### config.mk
export PLATFORM = sky130hd
export DESIGN_NAME = ovo_vote_collector
export DESIGN_NICKNAME = d
export VERILOG_FILES = /design/src/rtl/ovo_vote_collector.sv
export SDC_FILE = /design/constraint.sdc
export NUM_CORES = 1
export LEC_CHECK = 0
export BUFFER_PORTS_ARGS = -buffer_cell sky130_fd_sc_hd__buf_4
export CAP_MARGIN = 25
export CORE_UTILIZATION = 35
export DETAILED_ROUTE_END_ITERATION = 7
export PLACE_DENSITY = 0.63
export SLEW_MARGIN = 5
export SYNTH_ARGS = -nofsm -noshare
export SYNTH_HDL_FRONTEND = slang
export SYNTH_SLANG_ARGS = --single-unit
export TNS_END_PERCENT = 1
### constraint.sdc
create_clock -name clk -period 2.9 [get_ports clk]
set_input_delay 0.145 -clock clk [delete_from_list [all_inputs] [get_ports clk]]
set_output_delay 0.145 -clock clk [all_outputs]
set_load 0.03 [all_outputs]
### src/rtl/ovo_vote_collector.sv
// ovo_vote_collector
//   Drives a free-running sequential binary SVM through every one-vs-one class
//   pair, collects one vote per pair, then picks the class with the most votes.
//
// Ports
//   clk          system clock
//   rst          asynchronous active-high reset
//   start        single-cycle classify request (accepted only when idle)
//   svm_ready    binary SVM round-complete strobe
//   svm_class    binary decision, valid with svm_ready (0 -> class i, 1 -> class j)
//   pair_sel     index of the active (i,j) pair, selects SVM weights/bias
//   busy         high while a classification is in progress
//   label        winning class, held until the next label_valid
//   label_valid  one-cycle pulse when label updates
//   timeout_err  sticky watchdog flag, cleared by the next accepted start
module ovo_vote_collector #(
  parameter int N_CLASSES   = 10,
  parameter int N_FEATURES  = 16,
  parameter int VOTE_WIDTH  = $clog2(N_CLASSES),
  parameter int LABEL_WIDTH = $clog2(N_CLASSES),
  parameter int PAIR_WIDTH  = $clog2(N_CLASSES * (N_CLASSES - 1) / 2)
) (
  input  logic                   clk,
  input  logic                   rst,
  input  logic                   start,
  input  logic                   svm_ready,
  input  logic                   svm_class,
  output logic [PAIR_WIDTH-1:0]  pair_sel,
  output logic                   busy,
  output logic [LABEL_WIDTH-1:0] label,
  output logic                   label_valid,
  output logic                   timeout_err
);

  localparam int N_PAIRS  = N_CLASSES * (N_CLASSES - 1) / 2;
  localparam int WD_LIMIT = N_FEATURES + 2;
  localparam int WD_WIDTH = $clog2(WD_LIMIT + 1);

  typedef enum logic [2:0] {
    S_IDLE,
    S_SYNC,
    S_COLLECT,
    S_ARGMAX,
    S_DONE
  } state_e;

  state_e                 state_q, state_d;
  logic [PAIR_WIDTH-1:0]  pair_q, pair_d;
  logic [LABEL_WIDTH-1:0] i_q, i_d;
  logic [LABEL_WIDTH-1:0] j_q, j_d;
  logic [VOTE_WIDTH-1:0]  votes_q [N_CLASSES];
  logic [VOTE_WIDTH-1:0]  votes_d [N_CLASSES];
  logic [WD_WIDTH-1:0]    wd_q, wd_d;
  logic [WD_WIDTH-1:0]    wd_inc;
  logic [LABEL_WIDTH-1:0] scan_q, scan_d;
  logic [LABEL_WIDTH-1:0] best_idx_q, best_idx_d;
  logic [VOTE_WIDTH-1:0]  best_cnt_q, best_cnt_d;
  logic [LABEL_WIDTH-1:0] label_q, label_d;
  logic                   timeout_q, timeout_d;

  always_comb begin
    state_d    = state_q;
    pair_d     = pair_q;
    i_d        = i_q;
    j_d        = j_q;
    votes_d    = votes_q;
    wd_d       = wd_q;
    scan_d     = scan_q;
    best_idx_d = best_idx_q;
    best_cnt_d = best_cnt_q;
    label_d    = label_q;
    timeout_d  = timeout_q;
    wd_inc     = wd_q + WD_WIDTH'(1);

    case (state_q)
      S_IDLE: begin
        if (start) begin
          state_d   = S_SYNC;
          pair_d    = '0;
          i_d       = '0;
          j_d       = LABEL_WIDTH'(1);
          wd_d      = '0;
          timeout_d = 1'b0;
          for (int c = 0; c < N_CLASSES; c++) begin
            votes_d[c] = '0;
          end
        end
      end

      // The SVM may be mid-round with stale weights; throw that result away.
      S_SYNC: begin
        if (svm_ready) begin
          wd_d    = '0;
          state_d = S_COLLECT;
        end
      end

      S_COLLECT: begin
        if (svm_ready) begin
          wd_d = '0;
          if (svm_class) begin
            votes_d[j_q] = votes_q[j_q] + VOTE_WIDTH'(1);
          end else begin
            votes_d[i_q] = votes_q[i_q] + VOTE_WIDTH'(1);
          end
          if (pair_q == PAIR_WIDTH'(N_PAIRS - 1)) begin
            state_d    = S_ARGMAX;
            pair_d     = '0;
            i_d        = '0;
            j_d        = LABEL_WIDTH'(1);
            scan_d     = '0;
            best_idx_d = '0;
            best_cnt_d = '0;
          end else begin
            // Switch weights now so the round that begins next cycle is clean.
            pair_d = pair_q + PAIR_WIDTH'(1);
            if (j_q == LABEL_WIDTH'(N_CLASSES - 1)) begin
              i_d = i_q + LABEL_WIDTH'(1);
              j_d = i_q + LABEL_WIDTH'(2);
            end else begin
              j_d = j_q + LABEL_WIDTH'(1);
            end
          end
        end
      end

      // Strict '>' keeps the earliest (lowest-index) class on ties.
      S_ARGMAX: begin
        if (votes_q[scan_q] > best_cnt_q) begin
          best_idx_d = scan_q;
          best_cnt_d = votes_q[scan_q];
        end
        if (scan_q == LABEL_WIDTH'(N_CLASSES - 1)) begin
          label_d = best_idx_d;
          state_d = S_DONE;
        end else begin
          scan_d = scan_q + LABEL_WIDTH'(1);
        end
      end

      S_DONE: begin
        state_d = S_IDLE;
      end

      default: begin
        state_d = S_IDLE;
      end
    endcase

    // Watchdog: a healthy SVM produces a ready every N_FEATURES+1 cycles.
    if ((state_q == S_SYNC || state_q == S_COLLECT) && !svm_ready) begin
      if (wd_inc == WD_WIDTH'(WD_LIMIT)) begin
        timeout_d = 1'b1;
        wd_d      = '0;
        state_d   = S_IDLE;
      end else begin
        wd_d = wd_inc;
      end
    end
  end

  always_ff @(posedge clk or posedge rst) begin
    if (rst) begin
      state_q    <= S_IDLE;
      pair_q     <= '0;
      i_q        <= '0;
      j_q        <= LABEL_WIDTH'(1);
      wd_q       <= '0;
      scan_q     <= '0;
      best_idx_q <= '0;
      best_cnt_q <= '0;
      label_q    <= '0;
      timeout_q  <= 1'b0;
      for (int c = 0; c < N_CLASSES; c++) begin
        votes_q[c] <= '0;
      end
    end else begin
      state_q    <= state_d;
      pair_q     <= pair_d;
      i_q        <= i_d;
      j_q        <= j_d;
      wd_q       <= wd_d;
      scan_q     <= scan_d;
      best_idx_q <= best_idx_d;
      best_cnt_q <= best_cnt_d;
      label_q    <= label_d;
      timeout_q  <= timeout_d;
      for (int c = 0; c < N_CLASSES; c++) begin
        votes_q[c] <= votes_d[c];
      end
    end
  end

  assign pair_sel    = pair_q;
  assign busy        = (state_q == S_SYNC) || (state_q == S_COLLECT) || (state_q == S_ARGMAX);
  assign label       = label_q;
  assign label_valid = (state_q == S_DONE);
  assign timeout_err = timeout_q;

endmodule

==> results.md, run 1 <==
- Status: completed
- Post-synthesis register bit count: 79
- Avg Cell Area, Syn: 9.50 um2
- Synth Cell Area: 5590 um2
- Ys flop type: dfrtp_1
- Crit path arrival time: 2.98 ns
- Core footprint: 15400 um2
- Post-synth EDFFs: 0
- Post-detail-place hpwl: 12100 um
- Setup TNS: 0 ns
- Post-Syn Nets: 614
- Clock sink total: 79
- CTS tree: done
- Synth top area cells: dfrtp_1, mux4_2, mux2i_1, ha_1, nand3_1
- Most common cell in the synthesized netlist: dfrtp_1
- Min Hold Slack: 0.167 ns
- Vias in the first global route: 4997
- Internal power: 4.25 mW
- CP bufs+invs: 1
- Total CTS buffers: 9
- Critical path's slowest cell: mux4_2
- Std cell rows: 45
- Peak Freq: 0.365 GHz
- PD cells: 1250 nW/um2
- Largest net degree at the start of global routing: 49
- Final setup viols: 0
- Fillers: 1495
- Unrepaired setup endpoints after global routing: no
- Via density: 5.96
- Leakage: 2.54 nW
- Worst setup SP type: flip-flop
- DR iter-0 viols: 392
- Final Instance Area: 6430 um2
- Hold WC Path Type: in2reg
- Synth cell count leaders: dfrtp_1, nor2_1, nand3_1
- CP cell instances: buf_12, mux4_2, a21oi_1, o21ai_0, ha_1, o21a_1, o21a_1, o211ai_1, a211o_2, a22o_1
- Max-Cap Viols: 0
- Post-DR wirelength/cell: 20.0 um
- Post-DP Area: 6090 um2
- Switching share of power: 0.472
- Port buffer count: 17
- Clk root buf: clkbuf_16
- Switching power total: 3.79 mW
- DRC: 0
- Hold Fails Final Rpt: 0
- Combinational power share: 0.597
- CTS max path bufs: 2
- Crit end category: flip-flop
- Global router's overall resource usage: 0.217
- Max stage delay on crit path: 0.49 ns
- Post-synth cell types: 57
- CTS HTree Levels: 3
- Clock power frac: 0.142
- Die area: 16500 um2
- Ys Warns: 0
- Synth Instances: 588
- Tightest Pin Transition: 0.937 ns
- Yosys top cell by area: dfrtp_1
- Via count: 4971
- Die X: 128 um
- Nets: 644
- Layout cells sized above 1: 0.199
- Crit path kind: reg2reg
- Worst-path clk slew: 0.06 ns
- Slew margin rel.: 0.375
- Post-layout min period: 2.74 ns
- Clk_lat worst skew: 0.35 ns
- Post-Place Cells: 817
- Initial antenna violation count: 0
- Congestion Overflow GR: 0
- Synth top area share: 0.349
- Crit-path max FO: 13
- Gpl congestion: 0.933
- Num ports: 18
- Diode count: 0
- Peak VDD IR: 623 uV
- Final core occ: 0.419
- Worst EP required: 3.14 ns
- Routed wire length: 16700 um
- Area grow syn2layout: 15.1%
- Seq pwr share: 0.261
- Drt first pass iters: 7
- Final ANT Viol Nets: 0
- Cell family with most CP delay: compound AO/OA/AOI/OAI gates
- First-pass GRT wire length: 27300 um
- Asr flop ratio synth: 1.00
- Final Max Slew Viols: 0
- Tcrit/Tclk final: 0.944
- Die height: 128 um
- Sequential element share of the synthesized area: 0.354
- Worst Clk Skew: 0.00827 ns
- Final non-filler cell total: 834
- CP most frequent cell: o21a_1
- Starting Density: 0.364
==> worst register-to-register path, cell delays in order, from the launching register on <==
cell and delay (ns):
dfrtp_2 0.40, buf_12 0.15, mux4_2 0.49, a21oi_1 0.15, o21ai_0 0.11, ha_1 0.33, o21a_1 0.12, o21a_1 0.14
o211ai_1 0.09, a211o_2 0.38, a22o_1 0.26
==> what timing repair did <==
action	CTS	global route
endpoints found under the setup margin	0	17
hold buffers	1	0
hold endpoints to repair	46	0
gates resized for setup	0	10
buffers inserted	0	0
==> layout make-up <==
type                            instances  area [um2]  area share
Tap cell                              211         264      0.0410
Timing Repair Buffer                   57         454      0.0706
Sequential cell                        79        1980       0.308
Clock buffer                           10         229      0.0356
Clock inverter                          6        61.3     0.00953
Inverter                               21        80.1      0.0124
Multi-Input combinational cell        450        3360       0.523
==> power groups by stage <==
stage | logic, mW | clock network (mW) | registers [mW]
2_1_floorplan | 3.29 | 0 | 1.89
3_3_place_gp | 4.52 | 0 | 2.07
3_5_place_dp | 4.59 | 0 | 2.08
4_1_cts | 4.61 | 1.16 | 2.07
5_1_grt | 5.24 | 1.20 | 2.14
6_report | 4.80 | 1.14 | 2.10
==> path summary, 6_finish.rpt <==
kind	from	end	slack (ns)	cells past startpoint
min	svm_ready	state_q[1]	0.17	3
max	scan_q[1]	best_cnt_q[1]	0.16	10
max in group asynchronous	rst	votes_q[20]	1.43	4
min reg2reg	best_idx_q[3]	best_idx_q[3]	0.51	1
max reg2reg	scan_q[1]	best_cnt_q[1]	0.16	10
min in group asynchronous	rst	pair_sel[3]	0.51	3
==> state kept, by name, indices dropped and copies added (netlist names) <==
name and count:
best_idx_q 4, pair_sel 6, votes_q 40, wd_q 5, state_q 3, i_q 4, timeout_err 1, best_cnt_q 4
j_q 4, scan_q 4, label 4
==> cells in the final DEF (no fill, tap or decap), types with 21 or more instances in the layout <==
master	n
o221ai_1	25
nor2_1	47
o21ai_0	22
nand2_1	39
mux2i_1	31
ha_1	21
buf_4	52
dfrtp_1	76
o21a_1	22
nand3_1	45
==> layer usage <==
metal	global-route usage	vias to the layer above	wire, um
li1	-	2273	-
met1	0.281	2484	7370
met2	0.349	174	7830
met3	0.0482	40	1000
met4	0.0941	0	448
met5	0	-	0
==> cells by family after synthesis <==
kind of cell,Yosys count,synth area share
AOI/OAI and AO/OA,163,0.216
xor gates and xnor gates,14,0.0260
adders and majority gates,21,0.0470
buffers and inverters,59,0.0504
DFF,79,0.354
muxes,50,0.126
and+or+nand+nor,202,0.181
==> stage by stage <==
step	total power [mW]	setup slack [ns]
after floorplan	5.19	0.0679
after global placement	6.59	0.129
after detailed placement	6.67	0.0773
after CTS	7.84	0.0451
after global routing	8.58	0.00113
final	8.04	0.163
(Power assumes the default switching activity.)
==> run 2: changes to the inputs <==
ABC_AREA = 1   (was unset)
==> run 2 against run 1 <==
Effect of this change: sequential share of layout area down 1.1 points; critical path type unchanged; clock-buffer cell count unchanged; sequential power fell by 23%; utilization fell by 1.6 points; hold slack worse by 0.016 ns; critical endpoint is now best_cnt_q[3]; setup slack gained 0.086 ns; synthesized cell count is 50% higher; global-route usage is 0.27 points higher.
==> results.md, run 2 <==
- Status: completed
- Peak Freq: 0.377 GHz
- Post-synth EDFFs: 0
- Via count: 5806
- Sequential Area: 1980 um2
- Yosys top cell by area: dfrtp_1
- Std cell rows: 47
- Asr flop ratio synth: 1.00
- Min Hold Slack: 0.151 ns
- Synth cell count leaders: nand2_1, inv_1, nand3_1
- Sequential element share of the synthesized area: 0.333
- Fillers: 1783
- Clock power frac: 0.181
- Hold WC Path Type: in2reg
- Port buffer count: 17
- Max FFs per register: 40
- Leakage: 3.32 nW
- Drt first pass iters: 6
- FF-to-FF Start: scan_q[0]
- Crit-path max FO: 12
- First-pass GRT wire length: 29800 um
- Combinational power share: 0.591
- Vias in the first global route: 5548
- FF-to-FF End: best_cnt_q[3]
- CTS HTree Levels: 3
- Post-DP Area: 6310 um2
- Routed wire length: 18200 um
- Worst setup SP type: flip-flop
- Clk_lat worst skew: 0.36 ns
- CTS tree: done
- Synth Instances: 883
- Synth top area cells: dfrtp_1, nand2_1, inv_1, nand3_1, o21ai_0
- Final ANT Viol Nets: 0
- Ys Warns: 0
- Avg Cell Area, Syn: 6.73 um2
- Final Instance Area: 6670 um2
- Num ports: 18
- Final Max Slew Viols: 0
- Post-Syn Nets: 909
- Post-detail-place hpwl: 13700 um
- Seq pwr share: 0.228
- DRC: 0
- Slew margin rel.: 0.485
- Commonest non-fill, non-tap cell in the layout: nand2_1
- Worst EP required: 3.16 ns
- Most frequent cells in the layout: nand2_1, inv_1, nand3_1, dfrtp_1, nor2_1
- Starting Density: 0.359
- Max-Cap Viols: 0
- Die area: 17500 um2
- Area of the multi-input gates: 3290 um2
- Total CTS buffers: 9
- Tcrit/Tclk final: 0.914
- Congestion Overflow GR: 0
- Switching share of power: 0.521
- Largest Register: votes_q
- Area grow syn2layout: 12.2%
- Die height: 132 um
- R2r setup slk: 0.25 ns
- Clk root buf: clkbuf_16
- Nets: 931
- Post-DR wirelength/cell: 16.1 um
- Initial antenna violation count: 0
- Global router's overall resource usage: 0.220
- DR iter-0 viols: 553
- Most common cell in the synthesized netlist: nand2_1
- Crit path arrival time: 2.91 ns
- End of the critical path: best_cnt_q[3]
- Synth Cell Area: 5950 um2
- Clock sink total: 79
- Core footprint: 16600 um2
- Hold Fails Final Rpt: 0
- Post-synth cell types: 45
- Tightest Pin Transition: 0.771 ns
- Gpl congestion: 0.990
- Largest net degree at the start of global routing: 44
- Switching power total: 3.70 mW
- Diode count: 0
- Internal power: 3.40 mW
- FF-to-FF path depth: 12
- PD cells: 1060 nW/um2
- CTS max path bufs: 2
- Peak VDD IR: 476 uV
- Die X: 132 um
- Worst Clk Skew: 0.00837 ns
- Post-layout min period: 2.65 ns
- Layout cells sized above 1: 0.125
- Synth top area share: 0.328
- Post-synthesis register bit count: 79
- Worst-path clk slew: 0.07 ns
- Ys flop type: dfrtp_1
- Crit path kind: reg2reg
- Crit end category: flip-flop
- Via density: 5.14
- Final setup viols: 0
- Worst Setup SP: scan_q[0]
run 2: cell types whose count changed in the layout (fill, tap and decap cells not counted), moves of 18 or more:
cell / previous run / this run
nor2_1: 47 / 67
mux2i_1: 31 / 1
o21a_1: 22 / 1
inv_1: 18 / 111
o21ai_0: 22 / 54
nand2_1: 39 / 260
nand3_1: 45 / 82
o22ai_1: 6 / 27
inv_2: 1 / 19
o221ai_1: 25 / 1
o21ai_1: 1 / 25
buf_4: 52 / 34
run 2: critical path, stage by stage (launching register included):
cell and delay [ns]:
dfrtp_1 0.49, clkinvlp_4 0.26, o21ai_0 0.21, nand3_1 0.08, a32o_1 0.29, ha_1 0.30
nand2_1 0.08, o21ai_0 0.21, o21ai_2 0.17, a21oi_1 0.26, inv_1 0.09, nand2_1 0.07
nand2_1 0.05
run 2: metrics by stage:
stage	setup TNS (ns)	std cells	total power, mW	utilization	setup slack, ns
after floorplan	0	883	4.62	-	0.502
after global placement	0	1111	5.67	0.380	0.323
after detailed placement	0	1111	5.70	0.380	0.239
after CTS	0	1128	7.02	0.401	0.199
after global routing	-0.0214	1130	7.69	0.402	-0.0163
final	0	1130	7.10	0.402	0.250
run 2: repair_timing:
item | in CTS | in global routing
endpoints found under the setup margin | 0 | 12
hold buffers | 1 | 0
resized for setup | 0 | 3
hold endpoints to repair | 41 | 0
setup buffers | 0 | 2
run 2: how the worst min path moves through the flow:
stage	depth (start not counted)	slack [ns]	endpoint	from
after detailed placement	2	0.31	label[3]	rst
after global routing	4	0.20	state_q[0]	svm_ready
after CTS	4	0.13	state_q[0]	svm_ready
after global placement	2	0.31	state_q[2]	rst
after floorplan	3	0.38	state_q[0]	svm_ready
final	4	0.15	state_q[0]	svm_ready
run 2: final cells by class:
class                      count  share of cell area
inverter                     138              0.0787
sequential                    79               0.296
tap                          220              0.0412
timing repair buffer          36              0.0414
clock buffer                  10              0.0358
multi-input combinational    641               0.493
clock inverter                 6              0.0139
run 2: layer usage:
layer / part of all wire / wire length [um] / track usage
met1: 0.44 / 8020 / 0.294
met3: 0.066 / 1210 / 0.0296
met5: 0 / 0 / 0
met4: 0.042 / 762 / 0.119
met2: 0.45 / 8220 / 0.344
run 2: cells by family after synthesis:
family                   after synthesis  synth area share
XOR/XNOR                               8            0.0130
AO/OA/AOI/OAI                        154             0.144
buffers and inverters                163             0.115
multiplexers                           1           0.00168
AND/OR/NAND/NOR                      457             0.349
adder cells (fa/ha/maj)               21            0.0442
flip-flops                            79             0.333
run 2: power groups by stage:
stage | clock, mW | combinational, mW | sequential [mW]
after global placement | 0 | 4.05 | 1.63
after CTS | 1.31 | 4.09 | 1.61
after detailed placement | 0 | 4.07 | 1.63
after floorplan | 0 | 3.01 | 1.61
final | 1.28 | 4.20 | 1.62
after global routing | 1.36 | 4.68 | 1.66
